## config.mk

```make
export PLATFORM = sky130hd
export DESIGN_NAME = mssd_tx_flat
export DESIGN_NICKNAME = d
export VERILOG_FILES = /design/src/rtl/mssd_tx_if.sv /design/src/rtl/mssd_tx.sv /design/src/flat_wrapper.sv
export SDC_FILE = /design/constraint.sdc
export NUM_CORES = 1
export LEC_CHECK = 0
export ABC_CLOCK_PERIOD_IN_PS = 1900
export CAP_MARGIN = 10
export CORE_UTILIZATION = 30
export CTS_BUF_LIST = sky130_fd_sc_hd__clkbuf_2
export DETAILED_ROUTE_END_ITERATION = 10
export SYNTH_ARGS = -nofsm -noshare
export SYNTH_HDL_FRONTEND = slang
export SYNTH_SLANG_ARGS = --single-unit
```

## constraint.sdc

```tcl
create_clock -name clk -period 1.9 [get_ports clk]
set_input_delay 0.285 -clock clk [delete_from_list [all_inputs] [get_ports clk]]
set_output_delay 0.285 -clock clk [all_outputs]
set_load 0.02 [all_outputs]
```

## src/rtl/mssd_tx_if.sv

```systemverilog
// mssd_tx_if: host-side frame request, nibble handshake and serial line of the MSSD transmitter
interface mssd_tx_if #(parameter int LEN_W = 3);
    logic             send;
    logic [1:0]       pn_in;
    logic [LEN_W-1:0] len_in;
    logic             nib_valid;
    logic [3:0]       nib_data;
    logic             nib_ready;
    logic             busy;
    logic             done;
    logic             underrun;
    logic             SerOut;
    modport master (output send, pn_in, len_in, nib_valid, nib_data,
                    input nib_ready, busy, done, underrun, SerOut);
    modport slave  (input send, pn_in, len_in, nib_valid, nib_data,
                    output nib_ready, busy, done, underrun, SerOut);
endinterface

```

## src/rtl/mssd_tx.sv

```systemverilog
// mssd_tx: MSSD serial frame transmitter, MSB-first START/PN/LEN/nibbles/STOP.
// Define MSSD_TX_PARITY_EN to append an even-parity bit after every nibble.
module mssd_tx #(
    parameter int CLKS_PER_BIT = 1,
    parameter int LEN_W        = 3
) (
    input logic      clk,
    input logic      rst,
    mssd_tx_if.slave bus
);
    localparam int CW = $clog2(CLKS_PER_BIT) + 1;
    localparam int BW = $clog2(LEN_W > 4 ? LEN_W : 4) + 1;
    typedef enum logic [2:0] {IDLE, START, PN, LEN, DATA,
`ifdef MSSD_TX_PARITY_EN
        PAR,
`endif
        STOP} state_t;
    // state whose last cycle is the load slot for the next nibble
`ifdef MSSD_TX_PARITY_EN
    localparam state_t NIB_END = PAR;
`else
    localparam state_t NIB_END = DATA;
`endif
    state_t           r_state, w_next;
    logic [CW-1:0]    r_clk;
    logic [BW-1:0]    r_bit, w_fw;
    logic [1:0]       r_pn;
    logic [LEN_W-1:0] r_len, r_nib;
    logic [3:0]       r_sh;
    logic             r_done, w_tick, w_last, w_slot;
`ifdef MSSD_TX_PARITY_EN
    logic             r_par;
`endif
    always_comb begin
        w_tick = r_clk == CW'(CLKS_PER_BIT - 1);
        w_fw   = r_state == PN ? BW'(2) : r_state == LEN ? BW'(LEN_W) : r_state == DATA ? BW'(4) : BW'(1);
        w_last = w_tick && r_bit == w_fw - BW'(1);
        w_slot = w_last && r_nib != '0 && (r_state == LEN || r_state == NIB_END);
        w_next = r_state;
        case (r_state)
            IDLE:    w_next = bus.send ? START : IDLE;
            START:   w_next = w_last ? PN : START;
            PN:      w_next = w_last ? LEN : PN;
`ifdef MSSD_TX_PARITY_EN
            DATA:    w_next = w_last ? PAR : DATA;
`endif
            STOP:    w_next = w_last ? IDLE : STOP;
            default: ;
        endcase
        if (w_last && (r_state == LEN || r_state == NIB_END))
            w_next = r_nib == '0 ? STOP : bus.nib_valid ? DATA : IDLE;
    end
    assign bus.busy      = r_state != IDLE;
    assign bus.done      = r_done;
    assign bus.nib_ready = w_slot && bus.nib_valid;
    assign bus.underrun  = w_slot && !bus.nib_valid;
    assign bus.SerOut    = r_state == START ? 1'b0 : r_state == PN ? r_pn[1] :
                           r_state == LEN ? r_len[LEN_W-1] : r_state == DATA ? r_sh[3] :
`ifdef MSSD_TX_PARITY_EN
                           r_state == PAR ? r_par :
`endif
                           1'b1;
    always_ff @(posedge clk or posedge rst)
        if (rst) r_state <= IDLE;
        else     r_state <= w_next;
    always_ff @(posedge clk or posedge rst) begin
        if (rst) begin
            r_clk  <= '0;
            r_bit  <= '0;
            r_pn   <= '0;
            r_len  <= '0;
            r_nib  <= '0;
            r_sh   <= '0;
            r_done <= 1'b0;
`ifdef MSSD_TX_PARITY_EN
            r_par  <= 1'b0;
`endif
        end else begin
            r_done <= r_state == STOP && w_last;
            r_clk  <= (r_state == IDLE || w_tick) ? '0 : r_clk + CW'(1);
            r_bit  <= (r_state == IDLE || w_last) ? '0 : w_tick ? r_bit + BW'(1) : r_bit;
            if (r_state == IDLE && bus.send) begin
                r_pn  <= bus.pn_in;
                r_len <= bus.len_in;
                r_nib <= bus.len_in;
            end
            if (r_state == PN && w_tick) r_pn <= r_pn << 1;
            if (r_state == LEN && w_tick) r_len <= r_len << 1;
            if (r_state == DATA && w_tick) r_sh <= r_sh << 1;
            if (bus.nib_ready) begin
                r_sh  <= bus.nib_data;
                r_nib <= r_nib - LEN_W'(1);
`ifdef MSSD_TX_PARITY_EN
                r_par <= ^bus.nib_data;
`endif
            end
        end
    end
endmodule

```

## src/flat_wrapper.sv

```systemverilog
// flat-port wrapper written by rule: the top's interface ports become plain ports
module mssd_tx_flat 
#(
    parameter int CLKS_PER_BIT = 1,
    parameter int LEN_W        = 3
)
  (clk, rst, bus_send, bus_pn_in, bus_len_in, bus_nib_valid, bus_nib_data, bus_nib_ready, bus_busy, bus_done, bus_underrun, bus_SerOut);
  mssd_tx_if #(.LEN_W(LEN_W)) bus_i ();
  input logic clk;
  input logic rst;
  input wire logic [$bits(bus_i.send)-1:0] bus_send;
  input wire logic [$bits(bus_i.pn_in)-1:0] bus_pn_in;
  input wire logic [$bits(bus_i.len_in)-1:0] bus_len_in;
  input wire logic [$bits(bus_i.nib_valid)-1:0] bus_nib_valid;
  input wire logic [$bits(bus_i.nib_data)-1:0] bus_nib_data;
  output wire logic [$bits(bus_i.nib_ready)-1:0] bus_nib_ready;
  output wire logic [$bits(bus_i.busy)-1:0] bus_busy;
  output wire logic [$bits(bus_i.done)-1:0] bus_done;
  output wire logic [$bits(bus_i.underrun)-1:0] bus_underrun;
  output wire logic [$bits(bus_i.SerOut)-1:0] bus_SerOut;
  assign bus_i.send = bus_send;
  assign bus_i.pn_in = bus_pn_in;
  assign bus_i.len_in = bus_len_in;
  assign bus_i.nib_valid = bus_nib_valid;
  assign bus_i.nib_data = bus_nib_data;
  assign bus_nib_ready = bus_i.nib_ready;
  assign bus_busy = bus_i.busy;
  assign bus_done = bus_i.done;
  assign bus_underrun = bus_i.underrun;
  assign bus_SerOut = bus_i.SerOut;
  mssd_tx #(.CLKS_PER_BIT(CLKS_PER_BIT), .LEN_W(LEN_W)) u_core (.clk(clk), .rst(rst), .bus(bus_i));
endmodule
```

==> summary.log <==
qor: synthesis.syn-instance-count 135
qor: placed_design.routabilityCongestion 0.843
qor: drt.detailroute.via_count 1120
qor: synthesis.ys_warn_count 0
qor: timing.hold_violations 0
qor: synthesis.synth.cells.most_frequent 20 x sky130_fd_sc_hd__dfrtp_1, 12 x sky130_fd_sc_hd__inv_1, 11 x sky130_fd_sc_hd__a21oi_1, 11 x sky130_fd_sc_hd__nand2_1
qor: synthesis.synth_seq_cells 20
qor: synthesis.post_synth_main_area_contributors sky130_fd_sc_hd__dfrtp_1 40%, sky130_fd_sc_hd__mux2i_1 7.2%, sky130_fd_sc_hd__a21oi_1 4.4%
qor: synthesis.synth.most_common_cell sky130_fd_sc_hd__dfrtp_1
qor: clock_network.holdBufCountCts 0
qor: finish.insertedDiodeCount 0
qor: synthesis.ys_seq_area_share 40.0%
qor: finish.drive_above_1_share 27.6%
qor: synthesis.post_synth_instance_area 1250 um^2
qor: drt.post-route-drc-count 0
qor: finish.fin_cells 224
qor: floorplanning.die_height 66.6 um
qor: floorplanning.fp.coreArea 4000 um^2
qor: clock_network.cts_max_level 1
qor: setup_path.critPathCaptureType primary output
qor: synthesis.netlist.area_leader.share 40.0%
qor: setup_path.rr_startpoint u_core.r_state[2]
qor: setup_path.worst_r2r_endpoint u_core.r_state[0]
qor: global_routing.overflow 0
qor: global_routing.grt_antenna_before_repair 0
qor: pwr.power_leakage 0.761 nW
qor: timing.tns 0 ns
qor: clock_network.cts_buffer_depth 2
qor: synthesis.synth.distinct_cells 40
qor: pwr.max-vdd-ir-drop 0.570 mV
qor: setup_path.critPathLaunch u_core.r_state[2]
qor: global_routing.grt.total_usage 14.7%
qor: pwr.pwr-share-comb 60.5%
qor: setup_path.crit_path_max_fanout 2
qor: clock_network.clk_latency 0.31 ns
qor: clock_network.cts_tree built
qor: global_routing.grt_pass1_wl 4950 um
qor: drt.route.detailed.wl_per_inst 12.9 um
qor: synthesis.postSynth.topFlopCell sky130_fd_sc_hd__dfrtp_1
qor: pwr.post-layout-total-power 2.26 mW
qor: drt.wl 2890 um
qor: global_routing.grt_start_max_net_pins 21
qor: placed_design.place.detailed.hpwl 2260 um
qor: placed_design.post-place-ws -0.113 ns
qor: synthesis.syn_avg_cell_area 9.27 um^2
qor: pwr.p_int 1.32 mW
qor: placed_design.place_area 1590 um^2
qor: synthesis.synth_net_count 151
qor: setup_path.rrSetupSlack 0.04 ns
qor: setup_path.critPathArrivalTime 1.59 ns
qor: placed_design.placed_cells 215
qor: setup_path.critPathRequiredTime 1.62 ns
qor: clock_network.clock-root-buffer sky130_fd_sc_hd__clkbuf_2
qor: timing.fin_crit 1.88 ns
qor: pwr.fraction_of_power_consumed_by_the_clock_network 7.6%
qor: clock_network.cts_inserted_buffers 3
qor: synthesis.synthDominantAreaCellType sky130_fd_sc_hd__dfrtp_1
qor: finish.multi_input_area 692 um^2
qor: job.max_cap_viol_count 0
qor: timing.timing.final.setup_violations 0
qor: hold_path.type_of_the_worst_min_delay_path input pin to async pin
qor: floorplanning.io-pin-count 18
qor: finish.layout.filler_cells 390
qor: synthesis.synth_async_sr_flop_share 100%
qor: finish.final-seq-area 500 um^2
qor: floorplanning.floorplan.die_area 4430 um^2
qor: drt.detail_route.vias_per_cell 5.00
qor: pwr.power.net_switching 932 uW
qor: timing.timing.hold.ws 0.281 ns
qor: setup_path.criticalPathCategory flip-flop to primary output
qor: drt.initialDrtViolationCount 24
qor: finish.num-nets-final 191
qor: floorplanning.dieWidth 66.6 um
qor: clock_network.clock-sinks 20
qor: pwr.power_per_cell_area 1340 nW/um^2
qor: finish.utilization 42.2%
qor: drt.ant_nets 0
qor: run_status.run_status finished clean
qor: pwr.p_seq_share 32.0%
qor: floorplanning.floorplan.initialDensity 31.3%
qor: timing.rsz_0062_raised_after_global_routing yes
qor: global_routing.grt_pass1_vias 1114
qor: finish.area_growth_syn_to_layout 34.9%
qor: synthesis.synth-edff-count 0
qor: pwr.power.switching_fraction 41.3%
qor: drt.detailedRoute.firstPassIterationCount 4
qor: setup_path.worst-r2r-cell-count 9
qor: finish.final_design_area_excluding_fillers 1690 um^2
qor: placed_design.portBuffers 17
qor: timing.final.period_utilization 98.7%
qor: floorplanning.fp-row-count 23
qor: clock_network.clk_pin_slew_worst_paths 0.20 ns
qor: timing.finalWorstSetupSlack 0.0239 ns
qor: timing.fin_clk_skew 0.0203 ns
qor: timing.timing_max_transition_violations_final 0
qor: timing.max_freq 533 MHz
qor: setup_path.startpoint_types flip-flop
sequential cells by signal (all words and copies together) (netlist names):
| name | count |
|---|---|
| u_core.r_nib | 3 |
| u_core.r_bit | 3 |
| u_core.r_pn | 2 |
| u_core.r_sh | 4 |
| u_core.bus.done | 1 |
| u_core.r_state | 3 |
| u_core.r_len | 3 |
| u_core.r_clk | 1 |
per-layer routing:
metal  part of all wire (%)  track usage [%]  wire (um)  vias to the layer above
li1                       -                -          -                      563
met1                     43             17.7       1250                      532
met2                     53             25.9       1520                       19
met3                    2.2             1.88         63                        6
met4                    1.7             6.38         48                        0
met5                      0                0          0                        -
how the worst max path moves through the flow:
stage	end	slack (ns)
2_1_floorplan	bus_underrun	0.17
3_3_place_gp	bus_nib_ready	-0.06
3_5_place_dp	bus_nib_ready	-0.11
4_1_cts	bus_underrun	-0.09
5_1_grt	bus_underrun	-0.08
6_report	bus_SerOut	0.02
logic make-up after synthesis:
logic type	count (synthesis)	synth area share (%)
AO/OA/AOI/OAI	29	15.8
XOR/XNOR	3	2.10
adder cells (fa/ha/maj)	3	3.00
buffers and inverters	20	7.60
flip-flops	20	40.0
multiplexers	9	7.20
other	1	0.300
AND/OR/NAND/NOR	50	24.0
cell usage in the layout (no fill, tap or decap), types with 3 or more instances in the layout:
cell type                         count
sky130_fd_sc_hd__nand3b_1             4
sky130_fd_sc_hd__nand2_1             11
sky130_fd_sc_hd__nand4_1              3
sky130_fd_sc_hd__nand3_1              4
sky130_fd_sc_hd__inv_1               12
sky130_fd_sc_hd__clkbuf_2             4
sky130_fd_sc_hd__mux2i_1              9
sky130_fd_sc_hd__o21ai_0              7
sky130_fd_sc_hd__dfrtp_1             20
sky130_fd_sc_hd__buf_4               23
sky130_fd_sc_hd__buf_6                5
sky130_fd_sc_hd__a21oi_1             11
sky130_fd_sc_hd__nor2_1               9
sky130_fd_sc_hd__clkdlybuf4s50_1     13
sky130_fd_sc_hd__nor3_1               3
power groups by stage:
stage | sequential [mW] | combinational [mW] | clock (mW)
after floorplan | 0.688 | 0.880 | 0
final | 0.721 | 1.36 | 0.170
after global routing | 0.746 | 1.52 | 0.205
after detailed placement | 0.732 | 1.27 | 0
after CTS | 0.717 | 1.31 | 0.185
after global placement | 0.713 | 1.24 | 0
layout make-up:
cell class	count	share of cell area, %
Sequential cell	20	29.7
Inverter	12	2.67
Clock buffer	3	0.890
Multi-Input combinational cell	95	41.0
Tap cell	50	3.71
Clock inverter	1	0.222
Timing Repair Buffer	43	21.9
timing repair:
item                                    CTS  global route
setup buffers                             5             0
resized for setup                        20            11
endpoints found under the setup margin    4             5
hold endpoints to repair                  0             0
pin swaps                                 3             3
critical path: stages, from the launching register on:
cell	delay, ns
sky130_fd_sc_hd__dfrtp_1	0.41
sky130_fd_sc_hd__buf_4	0.12
sky130_fd_sc_hd__or3b_4	0.38
sky130_fd_sc_hd__o22a_1	0.21
sky130_fd_sc_hd__buf_2	0.16
(Power assumes the default switching activity.)
